### config.mk
export PLATFORM = sky130hd
export DESIGN_NAME = sync_fifo_param_flat
export DESIGN_NICKNAME = d
export VERILOG_FILES = /design/src/rtl/sync_fifo_param_if.sv /design/src/rtl/sync_fifo_param.sv /design/src/flat_wrapper.sv
export SDC_FILE = /design/constraint.sdc
export NUM_CORES = 1
export LEC_CHECK = 0
export CORE_UTILIZATION = 49
export CTS_BUF_LIST = sky130_fd_sc_hd__clkbuf_2 sky130_fd_sc_hd__clkbuf_4 sky130_fd_sc_hd__clkbuf_8
export DETAILED_ROUTE_END_ITERATION = 12
export GPL_TIMING_DRIVEN = 0
export HOLD_SLACK_MARGIN = 0.08
export PLACE_DENSITY = 0.64
export SLEW_MARGIN = 40
export SYNTH_ARGS = -nofsm -noshare
export SYNTH_HDL_FRONTEND = slang
export SYNTH_SLANG_ARGS = --single-unit
export TNS_END_PERCENT = 50
### constraint.sdc
create_clock -name clk -period 5.3 [get_ports clk]
set_input_delay 0.53 -clock clk [delete_from_list [all_inputs] [get_ports clk]]
set_output_delay 0.53 -clock clk [all_outputs]
set_load 0.005 [all_outputs]
### src/rtl/sync_fifo_param_if.sv
// Handshake and status bundle for sync_fifo_param.
// The producer/consumer side uses the master modport and the FIFO uses the slave modport.
interface sync_fifo_param_if #(
    parameter int FIFO_WIDTH = 8,
    parameter int CNT_W      = 5
);
    logic [FIFO_WIDTH-1:0] d_in;
    logic                  wr_req;
    logic                  rd_req;
    logic [FIFO_WIDTH-1:0] d_out;
    logic                  wr_ack;
    logic                  rd_valid;
    logic                  full;
    logic                  empty;
    logic                  almost_full;
    logic                  almost_empty;
    logic                  overflow;
    logic                  underflow;
    logic [CNT_W-1:0]      count;

    modport master (
        output d_in, wr_req, rd_req,
        input  d_out, wr_ack, rd_valid, full, empty, almost_full, almost_empty,
               overflow, underflow, count
    );

    modport slave (
        input  d_in, wr_req, rd_req,
        output d_out, wr_ack, rd_valid, full, empty, almost_full, almost_empty,
               overflow, underflow, count
    );
endinterface

### src/rtl/sync_fifo_param.sv
// Single-clock parametrised FIFO with an arbitrary depth, an occupancy count,
// programmable almost-full/almost-empty thresholds, overflow/underflow pulses,
// and either a registered read path or a first-word-fall-through read path.
module sync_fifo_param #(
    parameter int FIFO_WIDTH = 8,
    parameter int FIFO_DEPTH = 16,
    parameter int AF_LEVEL   = 12,
    parameter int AE_LEVEL   = 4,
    parameter int FWFT       = 0,
    localparam int CNT_W     = $clog2(FIFO_DEPTH + 1)
) (
    input  logic               clk,
    input  logic               rst,
    sync_fifo_param_if.slave   bus
);

    localparam int PTR_W = (FIFO_DEPTH > 1) ? $clog2(FIFO_DEPTH) : 1;

    logic [FIFO_WIDTH-1:0] mem_r [FIFO_DEPTH];
    logic [PTR_W-1:0]      wptr_r;
    logic [PTR_W-1:0]      rptr_r;
    logic [CNT_W-1:0]      count_r;
    logic                  full_r;
    logic                  empty_r;
    logic                  almost_full_r;
    logic                  almost_empty_r;
    logic                  wr_ack_r;
    logic                  overflow_r;
    logic                  underflow_r;

    logic                  wr_ok_s;
    logic                  rd_ok_s;
    logic [CNT_W-1:0]      count_nxt_s;
    logic [PTR_W-1:0]      wptr_inc_s;
    logic [PTR_W-1:0]      rptr_inc_s;

    // Judge both requests on the registered flags and derive next occupancy and pointer increments.
    always_comb begin
        wr_ok_s     = 1'b0;
        rd_ok_s     = 1'b0;
        count_nxt_s = count_r;
        wptr_inc_s  = wptr_r;
        rptr_inc_s  = rptr_r;

        if (bus.wr_req && !full_r) begin
            wr_ok_s = 1'b1;
        end else begin
            wr_ok_s = 1'b0;
        end

        if (bus.rd_req && !empty_r) begin
            rd_ok_s = 1'b1;
        end else begin
            rd_ok_s = 1'b0;
        end

        case ({wr_ok_s, rd_ok_s})
            2'b10:   count_nxt_s = count_r + CNT_W'(1);
            2'b01:   count_nxt_s = count_r - CNT_W'(1);
            default: count_nxt_s = count_r;
        endcase

        // Depth need not be a power of two, so wrap by explicit compare.
        if (wptr_r == PTR_W'(FIFO_DEPTH - 1)) begin
            wptr_inc_s = '0;
        end else begin
            wptr_inc_s = wptr_r + PTR_W'(1);
        end

        if (rptr_r == PTR_W'(FIFO_DEPTH - 1)) begin
            rptr_inc_s = '0;
        end else begin
            rptr_inc_s = rptr_r + PTR_W'(1);
        end
    end

    // Pointers, occupancy, status flags and single-cycle handshake/error pulses.
    always_ff @(posedge clk) begin
        if (rst) begin
            wptr_r         <= '0;
            rptr_r         <= '0;
            count_r        <= '0;
            full_r         <= 1'b0;
            empty_r        <= 1'b1;
            almost_full_r  <= 1'b0;
            almost_empty_r <= 1'b1;
            wr_ack_r       <= 1'b0;
            overflow_r     <= 1'b0;
            underflow_r    <= 1'b0;
        end else begin
            if (wr_ok_s) begin
                wptr_r <= wptr_inc_s;
            end
            if (rd_ok_s) begin
                rptr_r <= rptr_inc_s;
            end
            count_r        <= count_nxt_s;
            full_r         <= (count_nxt_s == CNT_W'(FIFO_DEPTH));
            empty_r        <= (count_nxt_s == CNT_W'(0));
            almost_full_r  <= (count_nxt_s >= CNT_W'(AF_LEVEL));
            almost_empty_r <= (count_nxt_s <= CNT_W'(AE_LEVEL));
            wr_ack_r       <= wr_ok_s;
            overflow_r     <= bus.wr_req && full_r;
            underflow_r    <= bus.rd_req && empty_r;
        end
    end

    // Storage array; contents survive reset, only the pointers are flushed.
    always_ff @(posedge clk) begin
        if (!rst && wr_ok_s) begin
            mem_r[wptr_r] <= bus.d_in;
        end
    end

    generate
        if (FWFT != 0) begin : g_fwft
            // Head word is always presented; valid whenever something is stored.
            assign bus.d_out    = mem_r[rptr_r];
            assign bus.rd_valid = !empty_r;
        end else begin : g_std
            logic [FIFO_WIDTH-1:0] d_out_r;
            logic                  rd_valid_r;

            // Registered read: data and a one-cycle valid pulse follow an accepted read.
            always_ff @(posedge clk) begin
                if (rst) begin
                    d_out_r    <= '0;
                    rd_valid_r <= 1'b0;
                end else begin
                    rd_valid_r <= rd_ok_s;
                    if (rd_ok_s) begin
                        d_out_r <= mem_r[rptr_r];
                    end
                end
            end

            assign bus.d_out    = d_out_r;
            assign bus.rd_valid = rd_valid_r;
        end
    endgenerate

    assign bus.wr_ack       = wr_ack_r;
    assign bus.full         = full_r;
    assign bus.empty        = empty_r;
    assign bus.almost_full  = almost_full_r;
    assign bus.almost_empty = almost_empty_r;
    assign bus.overflow     = overflow_r;
    assign bus.underflow    = underflow_r;
    assign bus.count        = count_r;

endmodule
### src/flat_wrapper.sv
// flat-port wrapper written by rule: the top's interface ports become plain ports
module sync_fifo_param_flat 
#(
    parameter int FIFO_WIDTH = 8,
    parameter int FIFO_DEPTH = 16,
    parameter int AF_LEVEL   = 12,
    parameter int AE_LEVEL   = 4,
    parameter int FWFT       = 0,
    localparam int CNT_W     = $clog2(FIFO_DEPTH + 1)
)
  (clk, rst, bus_d_in, bus_wr_req, bus_rd_req, bus_d_out, bus_wr_ack, bus_rd_valid, bus_full, bus_empty, bus_almost_full, bus_almost_empty, bus_overflow, bus_underflow, bus_count);
  sync_fifo_param_if #(.FIFO_WIDTH(FIFO_WIDTH)) bus_i ();
  input  logic clk;
  input  logic rst;
  input wire logic [$bits(bus_i.d_in)-1:0] bus_d_in;
  input wire logic [$bits(bus_i.wr_req)-1:0] bus_wr_req;
  input wire logic [$bits(bus_i.rd_req)-1:0] bus_rd_req;
  output wire logic [$bits(bus_i.d_out)-1:0] bus_d_out;
  output wire logic [$bits(bus_i.wr_ack)-1:0] bus_wr_ack;
  output wire logic [$bits(bus_i.rd_valid)-1:0] bus_rd_valid;
  output wire logic [$bits(bus_i.full)-1:0] bus_full;
  output wire logic [$bits(bus_i.empty)-1:0] bus_empty;
  output wire logic [$bits(bus_i.almost_full)-1:0] bus_almost_full;
  output wire logic [$bits(bus_i.almost_empty)-1:0] bus_almost_empty;
  output wire logic [$bits(bus_i.overflow)-1:0] bus_overflow;
  output wire logic [$bits(bus_i.underflow)-1:0] bus_underflow;
  output wire logic [$bits(bus_i.count)-1:0] bus_count;
  assign bus_i.d_in = bus_d_in;
  assign bus_i.wr_req = bus_wr_req;
  assign bus_i.rd_req = bus_rd_req;
  assign bus_d_out = bus_i.d_out;
  assign bus_wr_ack = bus_i.wr_ack;
  assign bus_rd_valid = bus_i.rd_valid;
  assign bus_full = bus_i.full;
  assign bus_empty = bus_i.empty;
  assign bus_almost_full = bus_i.almost_full;
  assign bus_almost_empty = bus_i.almost_empty;
  assign bus_overflow = bus_i.overflow;
  assign bus_underflow = bus_i.underflow;
  assign bus_count = bus_i.count;
  sync_fifo_param #(.FIFO_WIDTH(FIFO_WIDTH), .FIFO_DEPTH(FIFO_DEPTH), .AF_LEVEL(AF_LEVEL), .AE_LEVEL(AE_LEVEL), .FWFT(FWFT)) u_core (.clk(clk), .rst(rst), .bus(bus_i));
endmodule
==> results of run 1 <==
-- final cells by class --
cell class	instances	share of cell area
clock inverters	14	0.0266
well taps	172	0.0295
repair buffers	32	0.0439
flip-flops and latches	157	0.606
plain buffers	21	0.0199
multi-input cells	184	0.238
clock buffers	18	0.0331
inverters	6	0.00360
-- Yosys cell counts, types with 2 or more instances --
library cell  instances
a21oi_1              29
a22oi_1              15
buf_1                 3
buf_12                2
buf_2                 6
buf_6                 3
clkbuf_1              6
dfxtp_1              29
edfxtp_1            128
ha_1                  7
inv_1                 4
mux4_1               22
mux4_2               10
nand2_1              17
nand2b_1              5
nor2_1               37
nor2b_1               5
nor3_1                5
nor3b_1               2
o21ai_0               2
o22ai_1               4
xnor2_1               2
xor2_1                2
-- through the flow --
stage                     instances  power (mW)
after CTS                       604        2.65
after global routing            604        2.72
after detailed placement        572        1.71
final                           604        2.64
after floorplan                 368        1.59
after global placement          572        1.70
-- state kept, by name, summed over array words and instances, names as in the netlist --
| signal | count |
|---|---|
| u_core.bus.count | 5 |
| u_core.bus.rd_valid | 1 |
| u_core.bus.d_out | 8 |
| u_core.bus.underflow | 1 |
| u_core.bus.full | 1 |
| u_core.bus.overflow | 1 |
| u_core.rptr_r | 4 |
| u_core.bus.wr_ack | 1 |
| u_core.bus.almost_empty | 1 |
| u_core.bus.empty | 1 |
| u_core.wptr_r | 4 |
| u_core.bus.almost_full | 1 |
| u_core.mem_r | 128 |
-- power by group through the flow --
stage / registers (mW) / logic [mW] / clock network (mW)
global route: 1.38 / 0.327 / 1.02
detailed placement: 1.41 / 0.302 / 0
floorplan: 1.40 / 0.186 / 0
CTS: 1.38 / 0.303 / 0.973
global placement: 1.40 / 0.297 / 0
finish: 1.38 / 0.301 / 0.959
-- worst reg2reg max path: cells and delay by family (launching register included) --
kind,cells,cell delay (ps)
AOI/OAI and AO/OA,3,560
xor gates and xnor gates,1,120
adders and majority gates,1,230
buffers and inverters,2,270
DFF,1,350
and+or+nand+nor,4,720
-- final timing paths --
kind | startpoint | endpoint | cells past startpoint
setup / recovery | bus_wr_req | u_core.mem_r[5][6] | 7
hold / removal | u_core.bus.empty | u_core.bus.underflow | 2
setup reg to reg | u_core.bus.empty | u_core.bus.full | 11
hold reg to reg | u_core.bus.empty | u_core.bus.underflow | 2
-- routing by layer --
metal,track usage,vias to the layer above,share of wire
met3,0.0485,21,0.045
met4,0.0952,0,0.025
met1,0.259,1722,0.44
met2,0.327,85,0.49
li1,-,1562,-
met5,0,-,0
-- cells by family after synthesis --
logic type      count (synthesis)  synth area share
buf+inv                        27            0.0272
xor+xnor                        4           0.00556
simple gates                   80            0.0614
flops                         157             0.702
fa+ha+maj                       7            0.0139
mux                            33             0.129
compound gates                 60            0.0606
==> metrics, run 1 <==
outcome finished clean; Internal around 2 mW; Synth warnings 0; Core Util, Final 0.581; register area share after synthesis 0.702; DRC Markers 0; FMAX 0.396 GHz; clk root buf clkbuf_8; Worst Path Arrival 2610 ps; # diodes 0; Area contributors post-synth edfxtp_1, dfxtp_1, mux4_1; post-route ant nets 0; vias in the first global route 3,387; Pwr Density 361 nW/um2; global-route wire length before repair 18,600 um; chip height 115 um; Clock Sinks 157; TritonCTS clock tree built; period utilization 0.477; ys async rst share 0; fin. max-slew vios 0; Final Hold Fails 0; clk slew on worst S/H paths 80 ps; most frequent cells in the layout edfxtp_1, nor2_1, clkdlybuf4s50_1; Setup WS post-layout ~2800 ps; Max Root-Sink Buffers 2; Netlist cell types 46; PostCTS Resize Cnt 0; DP Worst Slack 2320 ps; CTS buffer count 17; layout cell share with drive strength beyond 1 0.155; Synth area leader edfxtp_1; nets 438; WL/cell 20.3 um; crit-path max FO 9; syn_nets slightly below 400; crit-path max cell delay approximately 690 ps; drt first pass iters 6; pin slew with the least headroom to its limit ~800 ps; Switching Fraction 0.231; die area about 13,000 um2; fin crit period 2530 ps; GP Congestion 0.791; max cap viols 0; core area 12,600 um2; H-tree depth 4; area grow syn2layout 15.9%; Avg Cell Area, Syn ~17 um2; Layout Cell Area excl Fill 7300 um2; skew final approximately 10 ps; total negative slack 0 ps; crit path max-delay cell type nor2_1; initial antenna violation count 0; CP most frequent cell nor2_1; WP data required 5380 ps; relative slew slack 0.464; Syn Inst Count 368; Initial DRC Count 269; drt total wl about 12,000 um; Layout fillers 990; die width 115 um; VDD IR max around 0.0002 V; I/O Buffers 32; via count 3,390; Hold Buf Count CTS 0; DP HPWL 7970 um; worst path buffer plus inverter count 3; Post-CTS Setup Inserts 0; number of enable-type register cells in the synthesized netlist 128; RSZ-0062 raised after global routing false; Logic pwr share 0.114; leakage 2.37 nW; R2R Setup Slk around 3000 ps; commonest non-fill, non-tap cell in the layout edfxtp_1; GRT Overall Usage 0.202; Final Setup Violations 0; CP cell instances clkdlybuf4s50_1 > nor2b_1 > buf_4 > inv_4 > nor2_1 > nand2_1 > nor2_1; critical path type input port to flip-flop; Hold Slack 449 ps; synthesized area 6300 um2; Seq pwr share 0.522; Multi-input gate area 1740 um2; IO Pins 33; Post-DP Area 6860 um2; via-per-instance ratio 5.61; Reg area 4420 um2; CP Capture Type flip-flop; delay-heaviest family, CP simple AND/OR/NAND/NOR gates; post-synth top area share 0.610; Starting Density 0.501; pin count of the biggest net entering global routing 17; NetSw 609 uW; Synth Flop Type edfxtp_1; #FFs+latches synth about 160; Critical Path Start Type input port; Clock power frac 0.364; Clock Latency Late Sink 450 ps; HP Class flip-flop to flip-flop; grt ovf 0; num rows 41
(Power assumes the default switching activity.)
==> inputs of run 2 (changes only) <==
--- a/config.mk
+++ b/config.mk
@@ -10,7 +10,7 @@
 export DETAILED_ROUTE_END_ITERATION = 12
 export GPL_TIMING_DRIVEN = 0
 export HOLD_SLACK_MARGIN = 0.08
-export PLACE_DENSITY = 0.64
+export PLACE_DENSITY = 0.67
 export SLEW_MARGIN = 40
 export SYNTH_ARGS = -nofsm -noshare
 export SYNTH_HDL_FRONTEND = slang
==> constraint.sdc (replaced) <==
create_clock -name clk -period 2.2 [get_ports clk]
set_input_delay 0.22 -clock clk [delete_from_list [all_inputs] [get_ports clk]]
set_output_delay 0.22 -clock clk [all_outputs]
set_load 0.005 [all_outputs]
==> run 2 against run 1 <==
Non-clock buffer count grew 1. Hold slack lost 120 ps. First-iteration DRC count grew 1.1%. Wire length grew 0.33%. Highest routed layer unchanged. Clock power grew 130%. Register-to-register slack lost 3000 ps. Cell area grew 1.4%. Clock-buffer cell count is the same. Sequential share of layout area shrank 0.78 points. Flip-flop and latch count is the same. Combinational power grew to 2.6 times the previous value.
==> metrics, run 2 (synthesized netlist as in run 1, its figures left out) <==
DP Worst Slack -500 ps (-2820 ps); fin. max-slew vios 0 (unchanged); Pwr Density 857 nW/um2 (+140%); via-per-instance ratio 5.66 (+0.82%); outcome finished clean; Clock Sinks 157 (unchanged); GP Congestion 0.764 (-3.3%); FMAX approximately 0.46 GHz; Final Setup Violations 0 (unchanged); total stage count of the critical path 11 (+4); crit-path max cell delay 330 ps (-360 ps); core area 12,600 um2 (unchanged); I/O Buffers 32 (unchanged); TritonCTS clock tree built; leakage 2.38 nW (+0.30%); Clock Latency Late Sink 450 ps (about the same); drt total wl 12,300 um (+0.33%); DP HPWL 7950 um (-0.21%); clk slew on worst S/H paths 80 ps (about the same); fin crit period between 2000 and 2500 ps; IO Pins 33 (unchanged); commonest non-fill, non-tap cell in the layout edfxtp_1; Layout fillers 948 (-4.2%); Critical Path Start Type flip-flop; CP Capture Type flip-flop; Max Root-Sink Buffers 2 (unchanged); via count 3,412 (+0.65%); chip height 115 um (unchanged); clk root buf clkbuf_8; Final Hold Fails 0 (unchanged); worst path buffer plus inverter count 2 (-1); max reg flops 128 (unchanged); global-route wire length before repair 18,900 um (+1.2%); skew final 9.08 ps (-0.769 ps); grt ovf 0 (unchanged); delay-heaviest family, CP simple AND/OR/NAND/NOR gates; RSZ-0062 raised after global routing true; DRC Markers 0 (unchanged); Hold Slack 330 ps (-119 ps); Core Util, Final 0.589 (+0.00787); Starting Density 0.501 (unchanged); area grow syn2layout 17.5%; WL/cell 20.4 um (+0.49%); die width 115 um (unchanged); pin count of the biggest net entering global routing 17 (unchanged); GRT Overall Usage 0.206 (+0.00340); VDD IR max 0.000372 V (+86%); critical path type flip-flop to flip-flop; Most flops, register u_core.mem_r; layout cell share with drive strength beyond 1 0.195 (+0.0398); # diodes 0 (unchanged); Worst Path Arrival 2520 ps (-90 ps); hold path cells 3 (+1); fin cells 603 (-0.17%); num rows 41 (unchanged); Inst Count DP 572 (unchanged); CP cell instances nand2b_4 > buf_6 > inv_8 > nand2_1 > xnor2_1 > ha_2 > nor2b_1 > o2111ai_1 > a21oi_2 > xnor2_2 > and4bb_1; crit-path max FO 8 (-1); CTS buffer count 17 (unchanged); vias in the first global route 3,411 (+0.71%); nets 439 (+0.23%); WP data required 2540 ps (-2840 ps); max cap viols 0 (unchanged); H-tree depth 4 (unchanged); total negative slack 0 ps (unchanged); relative slew slack 0.471 (+0.00792); pin slew with the least headroom to its limit 793 ps (-8.92 ps); Initial DRC Count 272 (+1.1%); crit path max-delay cell type dfxtp_2; die area 13,300 um2 (unchanged); HP Class input port to flip-flop; R2R depth 11 (unchanged); period utilization 0.992; initial antenna violation count 0 (unchanged); post-route ant nets 0 (unchanged); most frequent cells in the layout edfxtp_1, clkdlybuf4s50_1, a21oi_1, dfxtp_1, nor2_1; drt first pass iters 4 (-2); Setup WS post-layout 17.1 ps (-2750 ps)
run 2: stage by stage:
step,cell area (um2),total power [mW]
global placement,6840,4.09
global route,7400,6.55
detailed placement,6860,4.11
floorplan,6300,3.83
CTS,7340,6.35
finish,7400,6.35
run 2: per-layer routing:
layer,routed length (um),track usage,up-vias
met3,652,0.0522,21
met4,358,0.0996,0
met1,5160,0.261,1716
li1,-,-,1567
met5,0,0,-
met2,6140,0.332,108
run 2: final cells by class:
type / count / area (um2) / share of cell area
Multi-Input combinational cell: 184 / 1840 / 0.248
Clock inverter: 12 / 173 / 0.0233
Clock buffer: 18 / 241 / 0.0326
Buffer: 21 / 146 / 0.0198
Timing Repair Buffer: 33 / 328 / 0.0443
Sequential cell: 157 / 4430 / 0.598
Tap cell: 172 / 215 / 0.0291
Inverter: 6 / 35.0 / 0.00473
run 2: report_power, final:
group | internal [mW] | total [mW] | switching [mW] | leakage [nW]
Clock | 1.23 | 2.25 | 1.02 | 0.199
Sequential | 3.28 | 3.32 | 0.0459 | 1.39
Combinational | 0.384 | 0.772 | 0.388 | 0.788
run 2: worst reg2reg max path, delay by kind of cell (launching register included):
family,cells,cell delay (ps)
DFF,1,330
AOI/OAI and AO/OA,2,380
and+or+nand+nor,4,580
buffers and inverters,2,220
xor gates and xnor gates,2,310
adders and majority gates,1,250
run 2: worst paths after layout:
path                          from                    to  slack (ps)
setup / recovery  u_core.bus.empty       u_core.bus.full          20
hold / removal          bus_wr_req   u_core.bus.overflow         330
setup reg to reg  u_core.bus.empty       u_core.bus.full          20
hold reg to reg   u_core.bus.empty  u_core.bus.underflow         460
run 2: what timing repair did:
item	in CTS	in global routing
hold endpoints to repair	0	0
hold buffers	0	0
setup endpoints to repair	80	69
gates resized for setup	17	17
buffers inserted	0	1
pin swaps	1	4
==> inputs of run 3 (changes only) <==
--- a/config.mk
+++ b/config.mk
@@ -6,7 +6,7 @@
 export NUM_CORES = 1
 export LEC_CHECK = 0
 export CORE_UTILIZATION = 49
-export CTS_BUF_LIST = sky130_fd_sc_hd__clkbuf_2 sky130_fd_sc_hd__clkbuf_4 sky130_fd_sc_hd__clkbuf_8
+export CTS_BUF_LIST = sky130_fd_sc_hd__clkbuf_16
 export DETAILED_ROUTE_END_ITERATION = 12
 export GPL_TIMING_DRIVEN = 0
 export HOLD_SLACK_MARGIN = 0.08
==> run 3 against run 2 <==
Worst setup slack got worse by 3.5 ps. Hold slack improved by 31 ps. Final cell count increased by 0.17%. Wire length increased by 2.2%. Critical path depth decreased by 5. Combinational power about the same. Utilization increased by 1.6 points. Clock-buffer cell count decreased by 1. Fmax decreased by 0.16%. Clock power increased by 32%. Largest power group unchanged. Highest routed layer unchanged.
==> metrics, run 3 (synthesized netlist as in run 1, its figures left out) <==
core area 12,600 um2 (unchanged); Tot Pwr 7.08 mW (+12%); fin crit period 2190 ps (+3.55 ps); Initial DRC Count 239 (-12%); Most flops, register u_core.mem_r; global-route wire length before repair 19,100 um (+1.5%); Final Setup Violations 0 (unchanged); Worst Path Arrival 2240 ps (-280 ps); pin count of the biggest net entering global routing 17 (unchanged); drt total wl 12,600 um (+2.2%); outcome finished clean; WL/cell 20.8 um (+2.1%); IO Pins 33 (unchanged); RSZ-0062 raised after global routing true; Pwr Density 932 nW/um2 (+8.7%); TritonCTS clock tree built; critical path type flip-flop to flip-flop; die area 13,300 um2 (unchanged); chip height 115 um (unchanged); most frequent cells in the layout edfxtp_1, clkdlybuf4s50_1, a21oi_1, dfxtp_1, nor2_1; VDD IR max 0.000643 V (+73%); vias in the first global route 3,452 (+1.2%); via-per-instance ratio 5.73 (+1.3%); Inst Count DP 572 (unchanged); H-tree depth 4 (unchanged); total negative slack 0 ps (unchanged); max reg flops 128 (unchanged); num rows 41 (unchanged); drt first pass iters 4 (unchanged); WP data required 2250 ps (-290 ps); DRC Markers 0 (unchanged); Starting Density 0.501 (unchanged); area grow syn2layout 20.7%; HP Class input port to flip-flop; GP Congestion 0.764 (unchanged); Final Hold Fails 0 (unchanged); clk slew on worst S/H paths 60 ps (-20 ps); commonest non-fill, non-tap cell in the layout edfxtp_1; Hold Buf Count CTS 0 (unchanged); routed wl met3 747 um (+15%); via count 3,461 (+1.4%); DP HPWL 7950 um (unchanged); pin slew with the least headroom to its limit 841 ps (+47.9 ps); Layout fillers 918 (-3.2%); crit-path max FO 9 (+1); crit path max-delay cell type nor3_2; die width 115 um (unchanged); wire length on met1 5110 um (-1.1%); met2 wire length 6570 um (+7.0%); CTS buffer count 17 (unchanged); initial antenna violation count 0 (unchanged); # diodes 0 (unchanged); leakage 2.47 nW (+4.0%); Clock Latency Late Sink 430 ps (-20 ps); fin cells 604 (+0.17%); CP cell instances nor2b_1 > buf_4 > inv_8 > nor2_1 > nand2_1 > nor3_2; max cap viols 0 (unchanged); nets 440 (+0.23%); I/O Buffers 32 (unchanged); GRT Overall Usage 0.209 (+0.00299); crit-path max cell delay 630 ps (+300 ps); fin. max-slew vios 0 (unchanged); skew final 7.26 ps (-1.82 ps); grt ovf 0 (unchanged); Critical Path Start Type flip-flop; period utilization 0.994 (+0.00161); Max Root-Sink Buffers 2 (unchanged); FMAX 0.457 GHz (-0.16%); Top Layer Used met4; CP Capture Type flip-flop; layout cell share with drive strength beyond 1 0.201 (+0.00649); post-route ant nets 0 (unchanged); Clock Sinks 157 (unchanged); clk root buf clkbuf_16; relative slew slack 0.440 (-0.0319)
==> run 3: changes by cell type in the layout (fill, tap and decap cells not counted), sizes merged <==
| cell | before | now |
|---|---|---|
| inv | 6 | 7 |
| buf | 16 | 17 |
| clkbuf | 24 | 23 |
==> run 3: per-layer routing <==
metal	vias up	global-route usage
li1	1577	-
met1	1754	0.264
met2	112	0.352
met3	18	0.0527
met4	0	0.0693
met5	-	0
==> run 3: worst paths after layout <==
kind | startpoint | end | slack (ps) | depth (start not counted)
max reg2reg | u_core.bus.full | u_core.mem_r[1][2] | 10 | 6
max | u_core.bus.full | u_core.mem_r[1][2] | 10 | 6
min | bus_wr_req | u_core.bus.overflow | 360 | 3
min reg2reg | u_core.bus.empty | u_core.bus.underflow | 450 | 2
==> run 3: timing repair <==
item	4_1_cts	5_1_grt
resized for setup	17	19
setup buffers	0	3
endpoints found under the setup margin	88	107
pin swaps	1	7
hold endpoints to repair	0	0
==> run 3: per-stage QoR <==
stage	utilization	area, um2	setup WS (ps)	hold WS, ps
3_3_place_gp	0.544	6840	-761	434
3_5_place_dp	0.545	6860	-500	442
6_report	0.605	7600	13.6	361
4_1_cts	0.599	7530	-48.5	347
5_1_grt	0.605	7600	-91.9	365
2_1_floorplan	-	6300	140	319
==> run 3: cell type report <==
| type | instances | area, um2 | share of cell area |
|---|---|---|---|
| well taps | 172 | 215 | 0.0283 |
| multi-input cells | 184 | 1840 | 0.242 |
| clock inverters | 13 | 176 | 0.0232 |
| clock buffers | 17 | 425 | 0.0560 |
| inverters | 6 | 37.5 | 0.00494 |
| flip-flops and latches | 157 | 4430 | 0.582 |
| repair buffers | 35 | 343 | 0.0451 |
| plain buffers | 20 | 135 | 0.0178 |
==> run 3: critical path, delay by kind of cell, from the launching register on <==
family | cells | cell delay, ps
buffers and inverters | 2 | 220
and+or+nand+nor | 4 | 1260
DFF | 1 | 320
==> run 3: power breakdown <==
part           internal (mW)  switching [mW]  total, mW
Clock                   1.87            1.11       2.98
Combinational          0.384           0.388      0.772
Sequential              3.28          0.0463       3.33
Total                   5.54            1.54       7.08
